--- src/rtl/cmd_sync_pkg.sv ---
// Shared types for the synchronisation-block command executor: FSM states,
// the command record, TYPE codes, STATUS bit indices and phase helpers.
package cmd_sync_pkg;

    typedef enum logic [2:0] {
        S_IDLE, S_ARMED, S_PRE, S_PULSE, S_POST, S_GAP, S_DONE
    } state_t;

    localparam logic [1:0] CMD_CW    = 2'd0;
    localparam logic [1:0] CMD_CHIRP = 2'd1;

    localparam int ST_PARAM_ERR = 0;
    localparam int ST_LATE      = 1;
    localparam int ST_REPLACED  = 2;
    localparam int ST_PEND_OVF  = 3;

    typedef struct packed {
        logic [47:0] freq;
        logic [47:0] freq_step;
        logic [31:0] freq_rate;
        logic [63:0] time_start;
        logic [15:0] n_imp;
        logic [1:0]  typ;
        logic [31:0] ti;
        logic [31:0] tp;
        logic [31:0] tb1;
        logic [31:0] tb2;
    } cmd_t;

    // Pulse must be non-empty and the three phases must fit in one period.
    function automatic logic cmd_valid(cmd_t c);
        logic [33:0] span;
        span = {2'b00, c.tb1} + {2'b00, c.ti} + {2'b00, c.tb2};
        return (c.ti != 32'd0) && (span <= {2'b00, c.tp});
    endfunction

    // Phase of a period position; zero-length phases fall through naturally.
    function automatic state_t phase_of(cmd_t c, logic [31:0] pc);
        logic [33:0] p, b1, b2, b3;
        p  = {2'b00, pc};
        b1 = {2'b00, c.tb1};
        b2 = b1 + {2'b00, c.ti};
        b3 = b2 + {2'b00, c.tb2};
        if (p < b1)      return S_PRE;
        else if (p < b2) return S_PULSE;
        else if (p < b3) return S_POST;
        else             return S_GAP;
    endfunction

endpackage

--- src/rtl/cmd_freq_ramp.sv ---
// Frequency word generator: load sets the start word, each enabled cycle
// advances a rate counter and adds step when it expires (rate 0 acts as 1).
module cmd_freq_ramp #(
    parameter int FW = 48
) (
    input  logic          CLK,
    input  logic          rst,
    input  logic          load,
    input  logic          enable,
    input  logic [FW-1:0] freq_init,
    input  logic [FW-1:0] step,
    input  logic [31:0]   rate,
    output logic [FW-1:0] freq
);

    logic [31:0] rate_cnt;
    logic [31:0] rate_last;

    assign rate_last = (rate == 32'd0) ? 32'd0 : rate - 32'd1;

    always_ff @(posedge CLK or posedge rst) begin
        if (rst) begin
            freq     <= '0;
            rate_cnt <= '0;
        end else if (load) begin
            freq     <= freq_init;
            rate_cnt <= '0;
        end else if (enable) begin
            if (rate_cnt >= rate_last) begin
                freq     <= freq + step;
                rate_cnt <= '0;
            end else begin
                rate_cnt <= rate_cnt + 32'd1;
            end
        end
    end

endmodule

--- src/rtl/cmd_exec_sync.sv ---
// Command executor: arms a command, waits for TIME_START, plays N periods of
// blank/pulse/blank with optional chirp. Define CMD_EXEC_LATE_START_EN to run late commands instead of dropping them.
module cmd_exec_sync
    import cmd_sync_pkg::*;
#(
    parameter int REQ_LEN = 4,
    parameter int FW      = 48
) (
    input  logic          CLK,
    input  logic          rst,
    input  logic [63:0]   TIME,
    input  logic          DATA_WR,
    input  logic [FW-1:0] FREQ_z,
    input  logic [FW-1:0] FREQ_STEP_z,
    input  logic [31:0]   FREQ_RATE_z,
    input  logic [63:0]   TIME_START_z,
    input  logic [15:0]   N_impuls_z,
    input  logic [1:0]    TYPE_impulse_z,
    input  logic [31:0]   Interval_Ti_z,
    input  logic [31:0]   Interval_Tp_z,
    input  logic [31:0]   Tblank1_z,
    input  logic [31:0]   Tblank2_z,
    output logic          REQ_COMM,
    output logic          GATE,
    output logic          BLANK,
    output logic [FW-1:0] FREQ_OUT,
    output logic          BUSY,
    output logic [7:0]    STATUS
);

    cmd_t        cmd_in, cmd_q, cur, cur_nxt, pend, pend_nxt, arm_cmd;
    state_t      st, st_nxt;
    logic        wr_q, pend_full, pend_full_nxt, arm, start;
    logic [31:0] pc, pc_nxt;
    logic [15:0] n_cnt, n_nxt;
    logic [15:0] done_cnt, done_nxt;
    logic [7:0]  status, status_nxt;
    logic        ramp_load, ramp_en;

    assign cmd_in.freq       = FREQ_z;
    assign cmd_in.freq_step  = FREQ_STEP_z;
    assign cmd_in.freq_rate  = FREQ_RATE_z;
    assign cmd_in.time_start = TIME_START_z;
    assign cmd_in.n_imp      = N_impuls_z;
    assign cmd_in.typ        = TYPE_impulse_z;
    assign cmd_in.ti         = Interval_Ti_z;
    assign cmd_in.tp         = Interval_Tp_z;
    assign cmd_in.tb1        = Tblank1_z;
    assign cmd_in.tb2        = Tblank2_z;

    always_ff @(posedge CLK or posedge rst) begin
        if (rst) begin
            st        <= S_IDLE;
            wr_q      <= 1'b0;
            cmd_q     <= '0;
            cur       <= '0;
            pend      <= '0;
            pend_full <= 1'b0;
            pc        <= '0;
            n_cnt     <= '0;
            done_cnt  <= '0;
            status    <= '0;
        end else begin
            wr_q      <= DATA_WR;
            if (DATA_WR)
                cmd_q <= cmd_in;
            st        <= st_nxt;
            cur       <= cur_nxt;
            pend      <= pend_nxt;
            pend_full <= pend_full_nxt;
            pc        <= pc_nxt;
            n_cnt     <= n_nxt;
            done_cnt  <= done_nxt;
            status    <= status_nxt;
        end
    end

    always_comb begin
        st_nxt        = st;
        cur_nxt       = cur;
        pend_nxt      = pend;
        pend_full_nxt = pend_full;
        pc_nxt        = pc;
        n_nxt         = n_cnt;
        done_nxt      = done_cnt;
        status_nxt    = status;
        arm           = 1'b0;
        arm_cmd       = cmd_q;
        start         = 1'b0;

        case (st)
            S_IDLE: arm = wr_q;
            S_ARMED: begin
                if (wr_q) begin
                    arm = 1'b1;
                    status_nxt[ST_REPLACED] = 1'b1;
                end else if (TIME >= cur.time_start) begin
                    start = 1'b1;
                end
            end
            S_PRE, S_PULSE, S_POST, S_GAP: begin
                if (wr_q) begin
                    if (pend_full)
                        status_nxt[ST_PEND_OVF] = 1'b1;
                    pend_nxt      = cmd_q;
                    pend_full_nxt = 1'b1;
                end
                if (pc == cur.tp - 32'd1) begin
                    if (n_cnt <= 16'd1) begin
                        st_nxt   = S_DONE;
                        done_nxt = '0;
                    end else begin
                        n_nxt  = n_cnt - 16'd1;
                        pc_nxt = '0;
                        st_nxt = phase_of(cur, 32'd0);
                    end
                end else begin
                    pc_nxt = pc + 32'd1;
                    st_nxt = phase_of(cur, pc + 32'd1);
                end
            end
            S_DONE: begin
                done_nxt = done_cnt + 16'd1;
                // Last DONE cycle keeps REQ_COMM low so a re-entry into DONE
                // always shows the writer a falling edge first.
                if (done_cnt == 16'(REQ_LEN)) begin
                    if (pend_full) begin
                        arm           = 1'b1;
                        arm_cmd       = pend;
                        pend_full_nxt = wr_q;
                        pend_nxt      = wr_q ? cmd_q : pend;
                    end else if (wr_q) begin
                        arm = 1'b1;
                    end else begin
                        st_nxt = S_IDLE;
                    end
                end else if (wr_q) begin
                    if (pend_full)
                        status_nxt[ST_PEND_OVF] = 1'b1;
                    pend_nxt      = cmd_q;
                    pend_full_nxt = 1'b1;
                end
            end
            default: st_nxt = S_IDLE;
        endcase

        if (arm) begin
            cur_nxt = arm_cmd;
            if (!cmd_valid(arm_cmd)) begin
                status_nxt[ST_PARAM_ERR] = 1'b1;
                st_nxt   = S_DONE;
                done_nxt = '0;
            end else if (arm_cmd.time_start <= TIME) begin
                status_nxt[ST_LATE] = 1'b1;
`ifdef CMD_EXEC_LATE_START_EN
                start = 1'b1;
`else
                st_nxt   = S_DONE;
                done_nxt = '0;
`endif
            end else begin
                st_nxt = S_ARMED;
            end
        end

        if (start) begin
            pc_nxt = '0;
            n_nxt  = cur_nxt.n_imp;
            if (cur_nxt.n_imp == 16'd0) begin
                st_nxt   = S_DONE;
                done_nxt = '0;
            end else begin
                st_nxt = phase_of(cur_nxt, 32'd0);
            end
        end
    end

    // Reload on every pulse entry, including back-to-back pulses across periods.
    assign ramp_load = (st_nxt == S_PULSE) && (pc_nxt == cur_nxt.tb1);
    assign ramp_en   = (st == S_PULSE) && (st_nxt == S_PULSE) && (cur.typ == CMD_CHIRP);

    cmd_freq_ramp #(.FW(FW)) u_ramp (
        .CLK       (CLK),
        .rst       (rst),
        .load      (ramp_load),
        .enable    (ramp_en),
        .freq_init (cur_nxt.freq),
        .step      (cur.freq_step),
        .rate      (cur.freq_rate),
        .freq      (FREQ_OUT)
    );

    always_comb begin
        GATE     = (st == S_PULSE);
        BLANK    = (st == S_PRE) || (st == S_POST);
        BUSY     = (st != S_IDLE);
        REQ_COMM = (st == S_DONE) && (done_cnt < 16'(REQ_LEN));
    end

    assign STATUS = status;

endmodule

--- config.mk ---
export PLATFORM = sky130hd
export DESIGN_NAME = cmd_exec_sync
export DESIGN_NICKNAME = d
export VERILOG_FILES = /design/src/rtl/cmd_sync_pkg.sv /design/src/rtl/cmd_freq_ramp.sv /design/src/rtl/cmd_exec_sync.sv
export SDC_FILE = /design/constraint.sdc
export NUM_CORES = 2
export LEC_CHECK = 0
export ABC_CLOCK_PERIOD_IN_PS = 42100
export BUFFER_PORTS_ARGS = -buffer_cell sky130_fd_sc_hd__buf_2
export CAP_MARGIN = 20
export CORE_MARGIN = 4
export CORE_UTILIZATION = 50
export DETAILED_ROUTE_END_ITERATION = 7
export PLACE_DENSITY = 0.75
export SYNTH_ARGS = -nofsm -noshare
export SYNTH_HDL_FRONTEND = slang
export SYNTH_SLANG_ARGS = --single-unit
--- constraint.sdc ---
create_clock -name CLK -period 42.1 [get_ports CLK]
set_clock_uncertainty 0.1 [all_clocks]
set_input_delay 6.315 -clock CLK [delete_from_list [all_inputs] [get_ports CLK]]
set_output_delay 6.315 -clock CLK [all_outputs]
set_load 0.02 [all_outputs]
==> qor.txt <==
Final Cell Area: 80300 um2
required time of the critical path: 42.69 ns
crit path launch type: flip-flop
initial antenna violation count: 56
pre-CTS WS: 29.61 ns
status: finished, final reports clean
post-route insts no fill: 9738
port bufs: 460
Post-synth EDFFs: 0
CTS Hold Bufs: 0
I/O pin count: 465
placed cell count: 9466
dpl hpwl: 189 mm
DRT antenna net count: 0
Post-CTS Repair Setup Buffers: 0
Remaining Overflow, GRT: 0
Critical Path Sink: u_ramp.rate_cnt[31]
H-tree Lvls: 4
clk_lat worst skew: 0.77 ns
Max-Slew Margin vs Limit: 20.3%
row count: 138
worst vdd rail ir drop: 0.0000422 V
proportion of layout cells with a drive suffix above 1: 20.7%
Final nets: 8657
Max Cap Viol: 0
Synth-to-Final Area Change: 12.5%
Die Ht: 386 um
Fmax achieved: 78.4 MHz
Synth warnings: 0
fin worst setup slack: 29.34 ns
Worst Tran Pin Value: 1.19 ns
Hold WS: 0.383 ns
Met2 Wirelength: 107 mm
Critical Path Max Stage Delay: 1.12 ns
vias: 60339
Worst-path clk slew: 0.06 ns
Critical Path Most Common Cell: a21oi_1
Critical Path Fanout Max: 54
Wirelength per Cell: 25.5 um
maximum number of pins on one net before global-route repair: 210
critical path type: flip-flop to flip-flop
CP Launch Point: st[1]
Hold Violations, Final: 0
root buffer cell: clkbuf_16
unrepaired setup endpoints after global routing: false
Period Utilization, post-route: 30.3%
worst reg-to-reg setup slack: 29.34 ns
Synth Register Bits: 1167
Crit. End Element: flip-flop
# clock sinks: 1167
metal3 WL: 23.4 mm
M1 WL: 106 mm
routability cong.: 1.02
final-report setup violation count: 0
Max Root-Sink Buffers: 3
TritonCTS clock tree: built
PostCTS Resize Cnt: 0
TritonCTS Buffers: 132
Yosys cell types: 96
All-Layer GR Usage: 32.8%
Top Layer Used: met5
Critical Path AT: 13.35 ns
R2R depth: 38
first-pass GRT wire length: 370 mm
first-iteration detailed-routing DRC count: 6159
Min-Delay Path Class: flip-flop to flip-flop
Most used DFF post-synth: dfrtp_1
ys async rst share: 100%
Leak: 37.4 nW
Die Width: 386 um
slowest CP cell: or4b_2
number of global-route vias before repair: 59338
Initial Utilization: 50.4%
Residual DRC: 0
setup TNS: 0 ns
via/cell ratio: 6.20
Post-Syn Area: 71400 um2
Placed Area: 75500 um2
final WL: 248 mm
fin crit period: 12.76 ns
DR pass1 iterations: 8
Slew Limit Fails: 0
worst r2r src: st[1]
Cell Pwr Density: 36.6 nW/um2
Syn Inst Count: 7380
R2R Path End: u_ramp.rate_cnt[31]
Syn Area/Cell: 9.68 um2
sequential area share after synthesis: 40.9%
Die Area: 149000 um2
core area: 142000 um2
## routing by layer
metal	vias to the layer above	global-route usage, %
li1	27247	-
met1	29883	44.8
met2	2604	48.8
met3	597	9.32
met4	8	13.5
met5	-	0
## where the power goes
part / leakage (nW) / total (mW) / internal (mW) / switching, mW
registers: 14.6 / 1.27 / 1.20 / 0.0639
clock network: 2.24 / 1.22 / 0.734 / 0.488
logic: 20.6 / 0.453 / 0.194 / 0.259
## synth_stat cells, drive strengths merged (157+ instances only)
cell type | count | share of area, %
o21ai | 378 | 2.6
inv | 337 | 1.8
nor2 | 422 | 2.2
nand3 | 168 | 1.2
clkbuf | 318 | 1.7
a21oi | 293 | 2.1
a21o | 157 | 1.7
mux2 | 774 | 12
ha | 499 | 8.7
dfrtp | 1167 | 41
nand2 | 1031 | 5.4
a31oi | 253 | 2.2
## cell type report
| class | instances | area [um2] |
|---|---|---|
| multi-input combinational | 5520 | 39600 |
| clock inverter | 50 | 783 |
| tap | 1890 | 2360 |
| sequential | 1167 | 29200 |
| clock buffer | 184 | 3810 |
| inverter | 337 | 1270 |
| fill | 12123 | 61400 |
| timing repair buffer | 557 | 3180 |
| antenna | 33 | 82.6 |
## cell families after synthesis
logic type      after synthesis  share of synthesized area (%)
simple gates               2285                           14.7
mux                         839                           13.2
flops                      1167                           40.9
fa+ha+maj                   537                           9.81
compound gates             1599                           14.4
other cells                   1                        0.00525
xor+xnor                    256                           3.18
buf+inv                     696                           3.75
## cells in the final DEF (no fill, tap or decap), types with 21 or more instances in the layout
cell type,synthesis,layout
a211oi_1,92,92
inv_1,337,336
nand4_1,102,102
nand2b_1,55,55
and3_1,43,43
a31oi_1,253,253
o211ai_1,38,38
diode_2,0,33
mux2_4,22,22
o21a_1,63,63
mux2i_1,65,64
nand3_1,168,168
dfrtp_1,1167,1167
a22oi_1,26,26
nor2_1,422,420
o21bai_1,38,38
and2_1,35,35
fa_1,38,38
and4_1,28,27
xnor2_1,151,151
nor2b_1,39,39
clkbuf_16,0,134
nand2_1,1031,1030
o21ai_0,377,377
or2_2,29,29
xor2_1,103,103
nor3_1,137,134
buf_4,6,85
ha_1,499,499
a21boi_0,43,43
or4_1,32,32
o31ai_1,21,21
clkbuf_1,318,23
nor4_1,81,81
or3_1,35,35
a21oi_1,293,290
buf_2,13,460
a21o_1,157,156
clkbuf_8,0,27
mux2_2,748,748
## how the worst min path moves through the flow
stage                     cells after the start  slack (ns)         to       from
final                                         1        0.38  STATUS[1]  STATUS[1]
after global routing                          1        0.40  STATUS[1]  STATUS[1]
after CTS                                     1        0.38  STATUS[1]  STATUS[1]
after detailed placement                      1        0.36  STATUS[1]  STATUS[1]
after global placement                        1        0.36  STATUS[1]  STATUS[1]
after floorplan                               2        0.35   cur[146]   cur[146]
## metrics by stage
| step | util (%) | total power [mW] |
|---|---|---|
| floorplan | - | 1.56 |
| global placement | 53.3 | 1.72 |
| detailed placement | 53.3 | 1.73 |
| CTS | 56.5 | 2.95 |
| global route | 56.7 | 3.05 |
| finish | 56.7 | 2.94 |
## worst max-delay path, delay by kind of cell, from the launching register on
family | cells | cell delay (ns)
AOI/OAI and AO/OA | 16 | 3.69
adders and majority gates | 4 | 1.51
xor gates and xnor gates | 1 | 0.10
DFF | 1 | 0.53
buffers and inverters | 4 | 1.58
and+or+nand+nor | 12 | 4.75
muxes | 1 | 0.32
## state kept, by name (all words and copies together), names as in the netlist
signal	count
pend_full	1
pend	338
STATUS	4
done_cnt	16
pc	32
cur	338
n_cnt	16
u_ramp.rate_cnt	32
wr_q	1
cmd_q	338
st	3
u_ramp.freq	48
(Power assumes the default switching activity.)
